===== config.mk =====
export PLATFORM = sky130hd
export DESIGN_NAME = fir_filter_param
export DESIGN_NICKNAME = d
export VERILOG_FILES = /design/src/rtl/fir_filter_param.sv
export SDC_FILE = /design/constraint.sdc
export NUM_CORES = 2
export LEC_CHECK = 0
export CORE_UTILIZATION = 45
export CTS_CLUSTER_SIZE = 25
export DETAILED_ROUTE_END_ITERATION = 8
export SLEW_MARGIN = 20
export SYNTH_ARGS = -nofsm -noshare
export SYNTH_HDL_FRONTEND = slang
export SYNTH_SLANG_ARGS = --single-unit

===== constraint.sdc =====
create_clock -name clk -period 32 [get_ports clk]
set_input_delay 3.2 -clock clk [delete_from_list [all_inputs] [get_ports clk]]
set_output_delay 3.2 -clock clk [all_outputs]
set_load 0.01 [all_outputs]

===== src/rtl/fir_filter_param.sv =====
// Parametrised direct-form FIR filter with a load-gated coefficient bank, a
// two-stage multiply/accumulate pipeline, optional output saturation and flush.
module fir_filter_param #(
  parameter int WIDTH = 10,
  parameter int NTAPS = 9,
  parameter bit SAT   = 1'b1
) (
  input  logic                   clk,
  input  logic                   rst,
  input  logic [WIDTH-1:0]       din,
  input  logic                   vin,
  input  logic [NTAPS*WIDTH-1:0] b,
  input  logic                   b_load,
  input  logic                   flush,
  output logic [WIDTH-1:0]       dout,
  output logic                   vout
);

  localparam int PW = 2 * WIDTH;
  localparam int AW = PW + $clog2(NTAPS);

  // Output range expressed at accumulator width so the clamp compares signed values.
  localparam logic signed [AW-1:0] MAX_V = {{(AW-WIDTH+1){1'b0}}, {(WIDTH-1){1'b1}}};
  localparam logic signed [AW-1:0] MIN_V = ~MAX_V;

  logic signed [WIDTH-1:0] x [NTAPS];
  logic signed [WIDTH-1:0] c [NTAPS];
  logic signed [PW-1:0]    p [NTAPS];
  logic                    v1;
  logic                    v2;
  logic signed [AW-1:0]    sum;
  logic signed [AW-1:0]    acc_sh;
  logic [WIDTH-1:0]        dout_next;

  // Stage 0: delay line and coefficient bank.
  always_ff @(posedge clk or posedge rst) begin
    if (rst) begin
      // NOTE: these arrays are plain registers, not RAM, so they are reset;
      // no stale sample or coefficient may contribute to an output after reset.
      for (int k = 0; k < NTAPS; k++) begin
        x[k] <= '0;
        c[k] <= '0;
      end
      v1 <= 1'b0;
    end else begin
      if (b_load) begin
        for (int k = 0; k < NTAPS; k++) c[k] <= b[k*WIDTH +: WIDTH];
      end
      if (flush) begin
        for (int k = 0; k < NTAPS; k++) x[k] <= '0;
        v1 <= 1'b0;
      end else if (vin) begin
        // NOTE: non-blocking assignments make every tap read the pre-edge value,
        // which is what turns this loop into a shift register.
        x[0] <= din;
        for (int k = 1; k < NTAPS; k++) x[k] <= x[k-1];
        v1 <= 1'b1;
      end else begin
        v1 <= 1'b0;
      end
    end
  end

  // Stage 1: one registered product per tap, using the coefficients in force before this edge.
  always_ff @(posedge clk or posedge rst) begin
    if (rst) begin
      for (int k = 0; k < NTAPS; k++) p[k] <= '0;
      v2 <= 1'b0;
    end else begin
      for (int k = 0; k < NTAPS; k++) p[k] <= PW'(x[k]) * PW'(c[k]);
      v2 <= v1 & ~flush;
    end
  end

  always_comb begin
    // NOTE: the accumulator starts from a default so every path assigns it (no latch),
    // and blocking assignments let each iteration see the previous partial sum.
    sum = '0;
    for (int k = 0; k < NTAPS; k++) sum = sum + AW'(p[k]);
  end

  // Arithmetic shift rounds toward -inf, matching the Q1.(WIDTH-1) product scaling.
  assign acc_sh = sum >>> (WIDTH - 1);

  always_comb begin
    dout_next = acc_sh[WIDTH-1:0];
    if (SAT) begin
      if (acc_sh > MAX_V)      dout_next = MAX_V[WIDTH-1:0];
      else if (acc_sh < MIN_V) dout_next = MIN_V[WIDTH-1:0];
    end
  end

  // Stage 2: output register; DOUT holds through bubbles and flushes.
  always_ff @(posedge clk or posedge rst) begin
    if (rst) begin
      dout <= '0;
      vout <= 1'b0;
    end else if (flush) begin
      vout <= 1'b0;
    end else if (v2) begin
      dout <= dout_next;
      vout <= 1'b1;
    end else begin
      vout <= 1'b0;
    end
  end

endmodule

Word level (Yosys, flattened, before mapping)
Index checks and enable logic that the tools add are counted.
W data, S select, Z words.
{"block": "totals", "register_bits": 373, "in_bits": 105, "output_inout_bits": 11, "elab_cells": 62}
{"block": "op_classes", "bitwise_logic": 2, "n_reduce_logical": 2, "n_addsub": 8, "order_cmp": 2, "mux": 8, "multipliers": 9}
{"operator": "$mul A10 B10 Y20", "n": 9}
{"operator": "$mux W90", "n": 2}
{"operator": "$add A24 B20 Y24", "n": 4}
{"operator": "$add A23 B20 Y24", "n": 1}
{"operator": "$add A22 B20 Y23", "n": 1}
{"operator": "$add A21 B20 Y22", "n": 1}
{"operator": "$add A20 B20 Y21", "n": 1}
{"operator": "$mux W10", "n": 2}
{"operator": "$gt A15 B10 Y1 const B", "n": 1}
{"operator": "$lt A15 B10 Y1 const B", "n": 1}
{"operator": "$mux W1", "n": 4}
{"operator": "$reduce_and A2 Y1", "n": 1}
{"operator": "$reduce_bool A2 Y1", "n": 1}
{"operator": "$and A1 B1 Y1", "n": 1}
{"operator": "$not A1 Y1", "n": 1}

Depth between registers and ports, before layout
{"block": "depth", "word_depth": 11, "ltp_mapped": 20, "depth_no_buf": 19}

Worst setup path before layout
No wires, ideal clock.
{"block": "synth_timing", "path_kind": "register to register", "startpoint": "reg x[49] (netlist bit)", "endpoint": "reg p[99] (netlist bit)", "path_buffers": 1, "required_ns": 31.913, "stages_incl_launch_ff": 18, "arrival_ns": 4.862, "path_slack_ns": 27.051, "setup_ns": 0.087, "synth_period_minus_slack_ns": 4.949, "path_cell_list": "dfrtp_1 clkbuf_1 nand2_1 inv_1 fa_1 inv_1 fa_1 fa_1 fa_1 inv_1 fa_1 ha_1 and2_1 a22o_1 a31oi_1 a211oi_1 or2_2 o211ai_1"}
{"block": "synth_between", "elab_chain_len": 1}
{"item": "start, declared", "line_no": "26", "source": "logic signed [WIDTH-1:0] x [NTAPS];"}
{"item": "$mul A10 B10 Y20", "line_no": "70", "source": "for (int k = 0; k < NTAPS; k++) p[k] <= PW'(x[k]) * PW'(c[k]);"}
{"item": "end, declared", "line_no": "28", "source": "logic signed [PW-1:0] p [NTAPS];"}
Every way passes these cells.
A chain may end at the register's enable or synchronous reset.

Worst setup path in the final report
{"block": "layout_timing", "startpoint": "reg x[84] (netlist bit)", "endpoint": "reg p[179] (netlist bit)"}
Same word-level chain as after synthesis.

==> impl_metrics.json <==
{
  "io_buffers": 115,
  "slew_viol_final": 0,
  "ff2ff_setup_slack_ns": 26.31,
  "drc": 0,
  "multiInputGateArea_mm2": 0.0373,
  "grt_pass1_vias": 35637,
  "m1WireLength_um": 52900,
  "cpMaxStageDelayCell": "dfrtp_1",
  "yosys.area_share.adder_pct": 48.8,
  "avgSynthCellArea_um2": 10.2,
  "wl_per_cell_um": 18.1,
  "fin_crit_ns": 5.69,
  "core_mm2": 0.113,
  "cts_setup_buffers": 0,
  "irDropWorstVdd_mv": 0.293,
  "synthXorXnorAreaFrac_pct": 3.48,
  "ys.flop_type": "dfrtp_1",
  "yosysTopAreaCell": "fa_1",
  "hold_ws_ns": 0.471,
  "drtIter0Drc": 1565,
  "syn_to_final_growth_pct": 7.98,
  "max_stage_delay_ns": 0.69,
  "clkSinkCount": 373,
  "place_worst_setup_slack_ns": 25.62,
  "seq_area_frac_synth_pct": 18.2,
  "clock.fmax_mhz": 176,
  "ys_ff_latch": 373,
  "final_common_cell": "inv_1",
  "clockRootBuffer": "clkbuf_16",
  "required_ns": 32.50,
  "combPwrFrac_pct": 68.0,
  "status": "complete, no violations",
  "r2r_start": "x[84]",
  "swShare_pct": 49.5,
  "endpoint_kind": "register",
  "criticalPathCategory": "reg2reg",
  "tns_ns": 0,
  "syn_nets": 6564,
  "fin_crit_sh_pct": 17.8,
  "ys_warn_count": 0,
  "cts_resized": 0,
  "worstSetupStartpointType": "register",
  "maxCapViolations": 0,
  "cts_tree": "built",
  "vias_per_cell": 5.04,
  "start_util_pct": 45.5,
  "track_usage_pct": 21.7,
  "drive_gt1_share_pct": 4.14,
  "highest_layer": "met5",
  "vias": 32977,
  "slew_headroom_pct": 41.5,
  "synth_simple_gate_area_share_pct": 12.2,
  "total_power_w": 0.00386,
  "cts.clk_slew.worst_paths_ns": 0.06,
  "arrival_ns": 6.19,
  "synthMuxAreaShare_pct": 3.58,
  "synth_top_family_by_area": "adder cells",
  "worst_pin_slew_ns": 0.877,
  "p_int_w": 0.00195,
  "fillers": 10465,
  "rsz0062_at_grt": "false",
  "die_y_um": 340,
  "grt_antenna_before_repair": 3,
  "fin_nets": 6533,
  "cellPowerDensity_mw_per_mm2": 69.7,
  "synthesis.area_mm2": 0.0513,
  "power.share.clock_pct": 15.9,
  "row_count": 123,
  "fin_ws_ns": 26.31,
  "async_flop_share_pct": 100,
  "antenna_left": 0,
  "dp_hpwl_um": 96600,
  "worstHoldPathType": "reg2reg",
  "rr_worst_depth": 19,
  "grt_pass1_wl_um": 197000,
  "worstHoldPathCells": 1,
  "met3_length_um": 5250,
  "final.setup_skew_ns": 0.0208,
  "cts_hold_buffers": 0,
  "synth_cells": 5036,
  "grt_max_degree": 108,
  "wl_met2_um": 57500,
  "seq_area_mm2": 0.00933,
  "min_to": "v2",
  "firstDrtPassIters": 5,
  "path_cells": "nand2_1 -> fa_1 -> inv_1 -> ha_1 -> ha_1 -> inv_1 -> fa_1 -> fa_1 -> inv_1 -> ha_1 -> a21o_1 -> a21oi_1 -> o21bai_1 -> a21oi_1 -> o21ai_0 -> a31oi_1 -> a211oi_1 -> o211a_1 -> nor3_1",
  "num_antenna_cells": 0,
  "die_w_um": 340,
  "finalSetupViolCount": 0,
  "total_leakage_power_nw": 27.3,
  "switching_power_w": 0.00191,
  "cts-htree-levels": 2,
  "synth.distinct_cells": 56,
  "timing.rr.end": "p[179]",
  "seqPwrFrac_pct": 16.1,
  "cts_buffers": 52,
  "drt_wl_total_um": 119000,
  "min-delay-start": "v1",
  "synth_edf_count": 0,
  "layout_common_cells": "inv_1, fa_1, nand2_1, ha_1, and2_1",
  "clk-insertion-delay-late_ns": 0.65,
  "place_congestion": 0.872,
  "io_pins": 116,
  "synth_area_leaders": "fa_1, dfrtp_1, ha_1",
  "dieArea_mm2": 0.115,
  "cp_max_fo": 12,
  "synth.top_cell.area_share_pct": 37.5,
  "overflow": 0,
  "fin_util_pct": 49.1,
  "finalHoldViolCount": 0,
  "synth_compound_area_share_pct": 4.56,
  "cts_buffer_depth": 3
}
## per-stage QoR
stage	area [um^2]	instances
4_1_cts	55400	6548
6_report	55400	6548
3_5_place_dp	53600	6451
5_1_grt	55400	6548
2_1_floorplan	51300	5036
3_3_place_gp	53600	6451
## worst max-delay path: cells and delay by family (launching register included)
family,cells,cell delay (ns)
adders and majority gates,6,2.36
DFF,1,0.69
buffers and inverters,3,0.13
AOI/OAI and AO/OA,8,1.84
and+or+nand+nor,2,0.52
## metal layers
metal / up-vias / track usage, %
met5: - / 0
met3: 137 / 2.84
met2: 567 / 36.0
met4: 4 / 5.88
met1: 17018 / 30.1
li1: 15251 / -
## cell usage after synthesis (all sizes together), types with 17 or more instances
cell	number
xor2	37
dfrtp	373
a21o	30
a211oi	25
nand2	462
nor2	148
inv	1036
nor3	39
and2	400
clkbuf	206
o21bai	29
a21oi	104
o21ai	67
o31ai	17
and3	23
nand2b	83
mux2i	92
mux2	81
nand3	52
or3	22
fa	961
xnor2	166
ha	462
a31oi	21
## final cells by class
class | count | share of cell area (%)
Multi-Input combinational cell | 3418 | 67.3
Sequential cell | 373 | 16.9
Inverter | 1036 | 7.04
Tap cell | 1500 | 3.39
Clock buffer | 63 | 2.52
Timing Repair Buffer | 124 | 2.20
Clock inverter | 34 | 0.696
## worst max-delay path by stage
stage	from	endpoint	slack, ns	cells past startpoint
2_1_floorplan	rst	c[0]	18.44	1
3_3_place_gp	rst	x[49]	25.64	4
3_5_place_dp	rst	c[59]	25.62	4
4_1_cts	rst	p[67]	26.33	4
5_1_grt	x[84]	p[179]	25.94	19
6_report	x[84]	p[179]	26.31	19
## kinds of logic (layout without fill, tap and decap cells)
logic type      count (synthesis)  in the layout
fa+ha+maj                    1423           1423
compound gates                357            357
simple gates                 1262           1262
flops                         373            373
buf+inv                      1245           1257
mux                           173            173
xor+xnor                      203            203
## registers in the layout, summed over array words and instances, names as in the netlist
register	flops
v2	1
dout	10
x	90
v1	1
c	90
vout	1
p	180
## power groups by stage
stage / combinational, W / clock [W] / sequential (W)
2_1_floorplan: 0.00213 / 0 / 0.000564
3_3_place_gp: 0.00259 / 0 / 0.000628
3_5_place_dp: 0.00261 / 0 / 0.000629
4_1_cts: 0.00263 / 0.000631 / 0.000621
5_1_grt: 0.00294 / 0.000648 / 0.000628
6_report: 0.00262 / 0.000612 / 0.000621
No activity file was read; power rests on OpenSTA's default activity.
